<file path="config.mk">
export PLATFORM = sky130hd
export DESIGN_NAME = gate_bist_ctrl
export DESIGN_NICKNAME = d
export VERILOG_FILES = /design/src/rtl/gate_bist_ctrl.sv
export SDC_FILE = /design/constraint.sdc
export NUM_CORES = 1
export LEC_CHECK = 0
export BUFFER_PORTS_ARGS = -buffer_cell sky130_fd_sc_hd__buf_2
export CAP_MARGIN = 20
export CORE_MARGIN = 3
export CORE_UTILIZATION = 25
export CTS_CLUSTER_DIAMETER = 150
export CTS_CLUSTER_SIZE = 12
export DETAILED_ROUTE_END_ITERATION = 16
export MAX_ROUTING_LAYER = met4
export RECOVER_POWER = 25
export SLEW_MARGIN = 20
export SYNTH_ARGS = -nofsm -noshare
export SYNTH_HDL_FRONTEND = slang
export SYNTH_SLANG_ARGS = --single-unit
</file>
<file path="constraint.sdc">
create_clock -name clock -period 2.6 [get_ports clock]
set_input_delay 0.13 -clock clock [delete_from_list [all_inputs] [get_ports clock]]
set_output_delay 0.13 -clock clock [all_outputs]
set_load 0.01 [all_outputs]
</file>
<file path="src/rtl/gate_bist_ctrl.sv">
// BIST sequencer for a 2-input gate: applies all four vectors, checks against TRUTH, reports results.
// Optional continuous mode (stop port, repeating passes) is enabled by defining GATE_BIST_CONTINUOUS_EN.
module gate_bist_ctrl #(
  parameter int unsigned SETTLE_CYCLES = 1,
  parameter logic [3:0]  TRUTH         = 4'b0111
) (
  input  logic       clock,
  input  logic       reset,
  input  logic       start,
`ifdef GATE_BIST_CONTINUOUS_EN
  input  logic       stop,
`endif
  input  logic       dut_out,
  output logic       dut_in1,
  output logic       dut_in2,
  output logic       busy,
  output logic       done,
  output logic       pass,
  output logic [3:0] num_errors,
  output logic [3:0] fail_vec
);

  localparam int unsigned CNT_W = 4;
  localparam int unsigned VEC_W = 2;
  localparam int unsigned ERR_W = 4;

  typedef enum logic [2:0] {
    IDLE,
    APPLY,
    SETTLE,
    CHECK,
    DONE
  } state_t;

  state_t             state, state_nx;
  logic [VEC_W-1:0]   vec, vec_nx;
  logic [CNT_W-1:0]   cnt, cnt_nx;
  logic [VEC_W-1:0]   in_nx;
  logic               busy_nx;
  logic               done_nx;
  logic               pass_nx;
  logic [ERR_W-1:0]   nerr_nx;
  logic [3:0]         fvec_nx;
  logic               stop_req;

`ifdef GATE_BIST_CONTINUOUS_EN
  assign stop_req = stop;
`else
  assign stop_req = 1'b1;
`endif

  // State and registered outputs
  always_ff @(posedge clock) begin
    if (reset) begin
      state      <= IDLE;
      vec        <= '0;
      cnt        <= '0;
      dut_in1    <= 1'b0;
      dut_in2    <= 1'b0;
      busy       <= 1'b0;
      done       <= 1'b0;
      pass       <= 1'b0;
      num_errors <= '0;
      fail_vec   <= '0;
    end else begin
      state      <= state_nx;
      vec        <= vec_nx;
      cnt        <= cnt_nx;
      dut_in1    <= in_nx[1];
      dut_in2    <= in_nx[0];
      busy       <= busy_nx;
      done       <= done_nx;
      pass       <= pass_nx;
      num_errors <= nerr_nx;
      fail_vec   <= fvec_nx;
    end
  end

  // Next-state and next-output logic
  always_comb begin
    state_nx = state;
    vec_nx   = vec;
    cnt_nx   = cnt;
    done_nx  = 1'b0;
    pass_nx  = pass;
    nerr_nx  = num_errors;
    fvec_nx  = fail_vec;

    unique case (state)
      IDLE: begin
        if (start) begin
          nerr_nx  = '0;
          fvec_nx  = '0;
          pass_nx  = 1'b0;
          vec_nx   = '0;
          state_nx = APPLY;
        end
      end
      APPLY: begin
        cnt_nx   = CNT_W'(SETTLE_CYCLES);
        state_nx = (SETTLE_CYCLES != 0) ? SETTLE : CHECK;
      end
      SETTLE: begin
        cnt_nx = (cnt != '0) ? cnt - CNT_W'(1) : '0;
        if (cnt <= CNT_W'(1)) begin
          state_nx = CHECK;
        end
      end
      CHECK: begin
        if (dut_out != TRUTH[vec]) begin
          if (num_errors != '1) begin
            nerr_nx = num_errors + ERR_W'(1);
          end
          fvec_nx[vec] = 1'b1;
        end
        if (vec == VEC_W'(3)) begin
          state_nx = DONE;
        end else begin
          vec_nx   = vec + VEC_W'(1);
          state_nx = APPLY;
        end
      end
      DONE: begin
        done_nx = 1'b1;
        pass_nx = (num_errors == '0);
        // Without continuous mode stop_req is tied high, so DONE always returns to IDLE
        if (stop_req) begin
          state_nx = IDLE;
        end else begin
          vec_nx   = '0;
          state_nx = APPLY;
        end
      end
      default: begin
        state_nx = IDLE;
      end
    endcase

    busy_nx = (state_nx != IDLE);
    in_nx   = busy_nx ? vec_nx : '0;
  end

endmodule

</file>
# [Word-level counts from Yosys, hierarchy flattened]
# Cells that the tools add are included.
[totals] ff_bits=22 latchBits=0 ram_bits=0 rom_bits=0 in_bits=4 output_inout_bits=13 word_cells=62 n_memories=0
[op_classes] add_sub_neg=3 mul=0 n_div=0 magnitude_cmp=3 eq_ne=10 shift=0 muxes=22 n_bitwise=2 n_reduce_logical=12
[op_table] cell="$pmux W4 S2" count=3
[op_table] cell="$mux W4" count=5
[op_table] cell="$pmux W3 S4" count=1
[op_table] cell="$mux W3" count=3
[op_table] cell="$eq A3 B2 Y1 const B" count=2
[op_table] cell="$ne A2 B2 Y1 const B" count=3
[op_table] cell="$reduce_bool A2 Y1" count=3
[op_table] cell="$add A4 B1 Y4 const B" count=1
[op_table] cell="$le A4 B1 Y1 const B" count=1
[op_table] cell="$logic_not A4 Y1" count=1
[op_table] cell="$mux W1" count=4
[op_table] cell="$mux W2" count=2
[op_table] cell="$ne A4 B4 Y1 const B" count=1
[op_table] cell="$or A4 B4 Y4" count=1
[op_table] cell="$pmux W2 S2" count=1
[op_table] cell="$reduce_and A4 Y1" count=1
[op_table] cell="$reduce_bool A4 Y1" count=1
[op_table] cell="$sub A4 B1 Y4 const B" count=1
[op_table] cell="$eq A3 B1 Y1 const B" count=1
[op_table] cell="$eq A3 B3 Y1 const B" count=1
[op_table] cell="$logic_not A3 Y1" count=1
[op_table] cell="$lt A2 B3 Y1 const B" count=1
[op_table] cell="$reduce_and A3 Y1" count=1
[op_table] cell="$reduce_bool A3 Y1" count=1
[op_table] cell="11 further kinds" count=11

# [Longest topological paths before layout]
[logic_depth] word_depth=7 ltp_mapped=4 depth_no_buf=4

# [Worst setup path after synthesis]
# OpenSTA, ideal clock, no wires.
[synth_path] kind="register -> register" from="reg num_errors[0]" to="reg num_errors[0]" setup_time_ps=72 arrival_ps=1317 required_time_ps=2528 path_slack_ps=1211 path_stages_with_launch=5 path_buffers=0 synth_period_minus_slack_ps=1389 cell_sequence="dfxtp_1 ha_1 and3_1 a211oi_1 mux2i_1"
[synth_via] elab_chain_cells=4 elab_cells_between_ends=7 classes_between="add/sub (1); eq/ne (2); mux (3); reduce/logical (1)"
[synth_rtl] item="start: declaration" line="19" rtl="output logic [3:0] num_errors,"
[synth_rtl] item="start signal: assignment" line="74" rtl="num_errors <= nerr_nx;"
[synth_rtl] item="$add A4 B1 Y4" line="112" rtl="nerr_nx = num_errors + ERR_W'(1);"
[synth_rtl] item="$mux W4" line="111" rtl="if (num_errors != '1) begin"
[synth_rtl] item="$mux W4" line="110" rtl="if (dut_out != TRUTH[vec]) begin"
[synth_rtl] item="$pmux W4 S2" line="89" rtl="unique case (state)"
# Parallel ways exist; a longest one is shown, timed or not. The select of a mux whose other input is x is not followed.
# A chain may end at the register's enable or synchronous reset.

# [Worst setup path after layout]
[layout_path] from="reg state[0]" to="reg num_errors[1]"
[layout_via] elab_chain_cells=3 elab_cells_between_ends=8 classes_between="eq/ne (4); mux (1); reduce/logical (3)"
[layout_rtl] item="start: declaration" line="35" rtl="state_t state, state_nx;"
[layout_rtl] item="start signal: assignment" line="66" rtl="state <= state_nx;"
[layout_rtl] item="$eq A3 B2 Y1 / $logic_not A3 Y1 (equally long branches)" line="89"
[layout_rtl] item="$ne A2 B2 Y1 (no line) / $reduce_bool A2 Y1 (equally long branches)"
[layout_rtl] item="$reduce_and A4 Y1 (no line)"
# Parallel ways exist; a longest one is shown, timed or not.

==> metrics.txt <==
share of cells above drive strength 1 0.106; IO Port Bufs 16; Critical Path RT 2790 ps; Yosys reg bits 22; DRT antenna net count 0; Post-route DRC 0; WL/cell 12.2 um; DIE WIDTH 70.4 um; Final Hold Vio Count 0; number of synthesized flops with an enable pin 0; Initial DRT Pass Iterations 4; Crit Path Category reg -> reg; grt total ovfl 0; clk root buf clkbuf_8; All-Layer GR Usage 0.0961; clock sinks 22; R2R Path Start state[0]$_SDFF_PP0_; nets@finish 139; cells after synthesis 120; FF-to-FF End num_errors[1]$_SDFFE_PP0P_; crit-path max FO 12; Slew headroom 0.674; Mapped Area 1040 um^2; top_reg_cell synth dfxtp_1; min-delay src dut_out; row count 22; routability cong. 0.717; first-pass GRT wire length 3.91 mm; Max Clk Rate 607 MHz; # Max-Cap Violations 0; Worst Tran Pin Value 485 ps; Post-synth ARST share 0; Initial Utilization 0.271; synthesis warning total 0; IO Count 17; syn nets 126; Vias/cell 5.03; Setup Skew 1.94 ps; Pwr per Cell Area 630 nW/um^2; H-tree depth 1; Setup crit end kind flop; die height 70.4 um; fin. max-slew vios 0; vias in the first global route 829; WL final 2.19 mm; Endpoint, Worst Hold fail_vec[3]$_SDFFE_PP0P_; unrepaired setup endpoints after global routing false; Final setup viols 0; post-synthesis cell type count 36; die area 4960 um^2; CTS Buffer Depth 2; post-DP HPWL 1.61 mm; syn_area_per_cell 8.64 um^2; setup repair bufs after CTS 0; Clock transition at path regs 70 ps; initial antenna violation count 0; R2R cell count 3; Final Power 747 uW; TritonCTS buffer count 3; CTS resizes 0; WHS Path Cells 2; crit path time final 1650 ps; Min-Delay Path Class in -> reg; routed via count 906; setup TNS 0 ps; Clk Latency, worst-skew pair 250 ps; R2R Setup Slk 950 ps; crit path launch type flop; Hold Buf Count CTS 0; P_leak 0.000440 uW; outcome finished clean; Peak VDD IR 0.358 mV; Worst Path Arrival 1830 ps; Diodes inserted 0; drt initial violations 29; sequential area share after synthesis 0.425; Final period util 0.634; TritonCTS clock tree yes; Core ar. 3830 um^2; Synth-to-Final Area Change 14.4%; largest net degree at the start of global routing 17
[metrics by stage]
step / hold slack [ps] / setup slack, ps / std cells / util / area [um^2]
after floorplan: 220 / 1210 / 120 / - / 1040
after global placement: 428 / 1020 / 176 / 0.298 / 1140
after detailed placement: 444 / 947 / 176 / 0.298 / 1140
after CTS: 174 / 923 / 180 / 0.313 / 1200
after global routing: 180 / 816 / 180 / 0.310 / 1190
final: 175 / 952 / 180 / 0.310 / 1190
[synth_stat cells, types with 2 or more instances]
cell type	number	area, um^2
buf_2	5	25.0
nor2_1	5	18.8
mux2i_1	3	30.0
ha_1	2	25.0
inv_1	6	22.5
and3_1	3	18.8
clkbuf_1	2	7.51
nand3_1	6	30.0
o31ai_1	2	15.0
and3b_1	2	17.5
nand2_1	7	26.3
dfxtp_1	22	440
nor3_1	9	45.0
a211oi_1	3	22.5
a21oi_1	9	45.0
o21ai_0	6	30.0
a41oi_1	2	17.5
nand2b_1	2	12.5
nand3b_1	5	37.5
nand4_1	2	12.5
or4_1	2	15.0
[sequential cells by signal, summed over array words and instances (netlist names)]
signal      count
busy            1
fail_vec        4
pass            1
vec             2
state           3
cnt             4
done            1
num_errors      4
dut_in2         1
dut_in1         1
[area by class of cell]
type                       count  area, um^2
tap                           48        60.1
inverter                       6        22.5
sequential                    22         440
multi-input combinational     84         538
timing repair buffer          16        70.1
clock buffer                   4        55.1
fill                         403        2640
[power breakdown]
group	leakage (uW)	internal, uW	switching (uW)
combinational	0.000233	45.4	68.5
clock	0.0000288	135	102
sequential	0.000178	357	39.7
[metal layers]
layer  up-vias  wire length (um)  GRT usage
met3         2                74     0.0259
met5         -                 0          -
met2        14               943      0.141
met1       426              1160      0.135
li1        464                 -          -
met4         0                10     0.0128
[kinds of logic (layout without fill, tap and decap cells)]
family / count (synthesis) / after routing / share of synthesized area
AND/OR/NAND/NOR: 49 / 49 / 0.274
AO/OA/AOI/OAI: 29 / 29 / 0.183
flip-flops: 22 / 22 / 0.425
buffers and inverters: 14 / 26 / 0.0567
multiplexers: 3 / 3 / 0.0290
adder cells (fa/ha/maj): 2 / 2 / 0.0241
XOR/XNOR: 1 / 1 / 0.00845
[worst max path at each step]
stage	startpoint	to	slack (ps)	cells after the start
2_1_floorplan	num_errors[0]$_SDFFE_PP0P_	num_errors[0]$_SDFFE_PP0P_	1210	4
3_3_place_gp	state[2]$_SDFF_PP0_	fail_vec[3]$_SDFFE_PP0P_	1020	2
3_5_place_dp	state[0]$_SDFF_PP0_	num_errors[1]$_SDFFE_PP0P_	950	3
4_1_cts	state[0]$_SDFF_PP0_	num_errors[1]$_SDFFE_PP0P_	920	3
5_1_grt	state[0]$_SDFF_PP0_	num_errors[0]$_SDFFE_PP0P_	820	3
6_report	state[0]$_SDFF_PP0_	num_errors[1]$_SDFFE_PP0P_	950	3
[placed cells by master, fill, tap and decap left out, drive strengths merged, types with 3 or more instances in the layout]
| master | synthesis | layout |
|---|---|---|
| and3 | 3 | 3 |
| clkbuf | 2 | 12 |
| nor2 | 5 | 5 |
| nand2 | 7 | 7 |
| dfxtp | 22 | 22 |
| a211oi | 3 | 3 |
| mux2i | 3 | 3 |
| o21ai | 6 | 6 |
| inv | 6 | 6 |
| a21oi | 9 | 9 |
| nor3 | 9 | 9 |
| nand3b | 5 | 5 |
| nand3 | 6 | 6 |
| buf | 6 | 8 |
[worst max-delay path, stage by stage (launching register included)]
cell and delay [ps]:
dfxtp_1 570, nand3b_1 300, a211oi_1 470, mux2i_1 240
(Power assumes the default switching activity.)
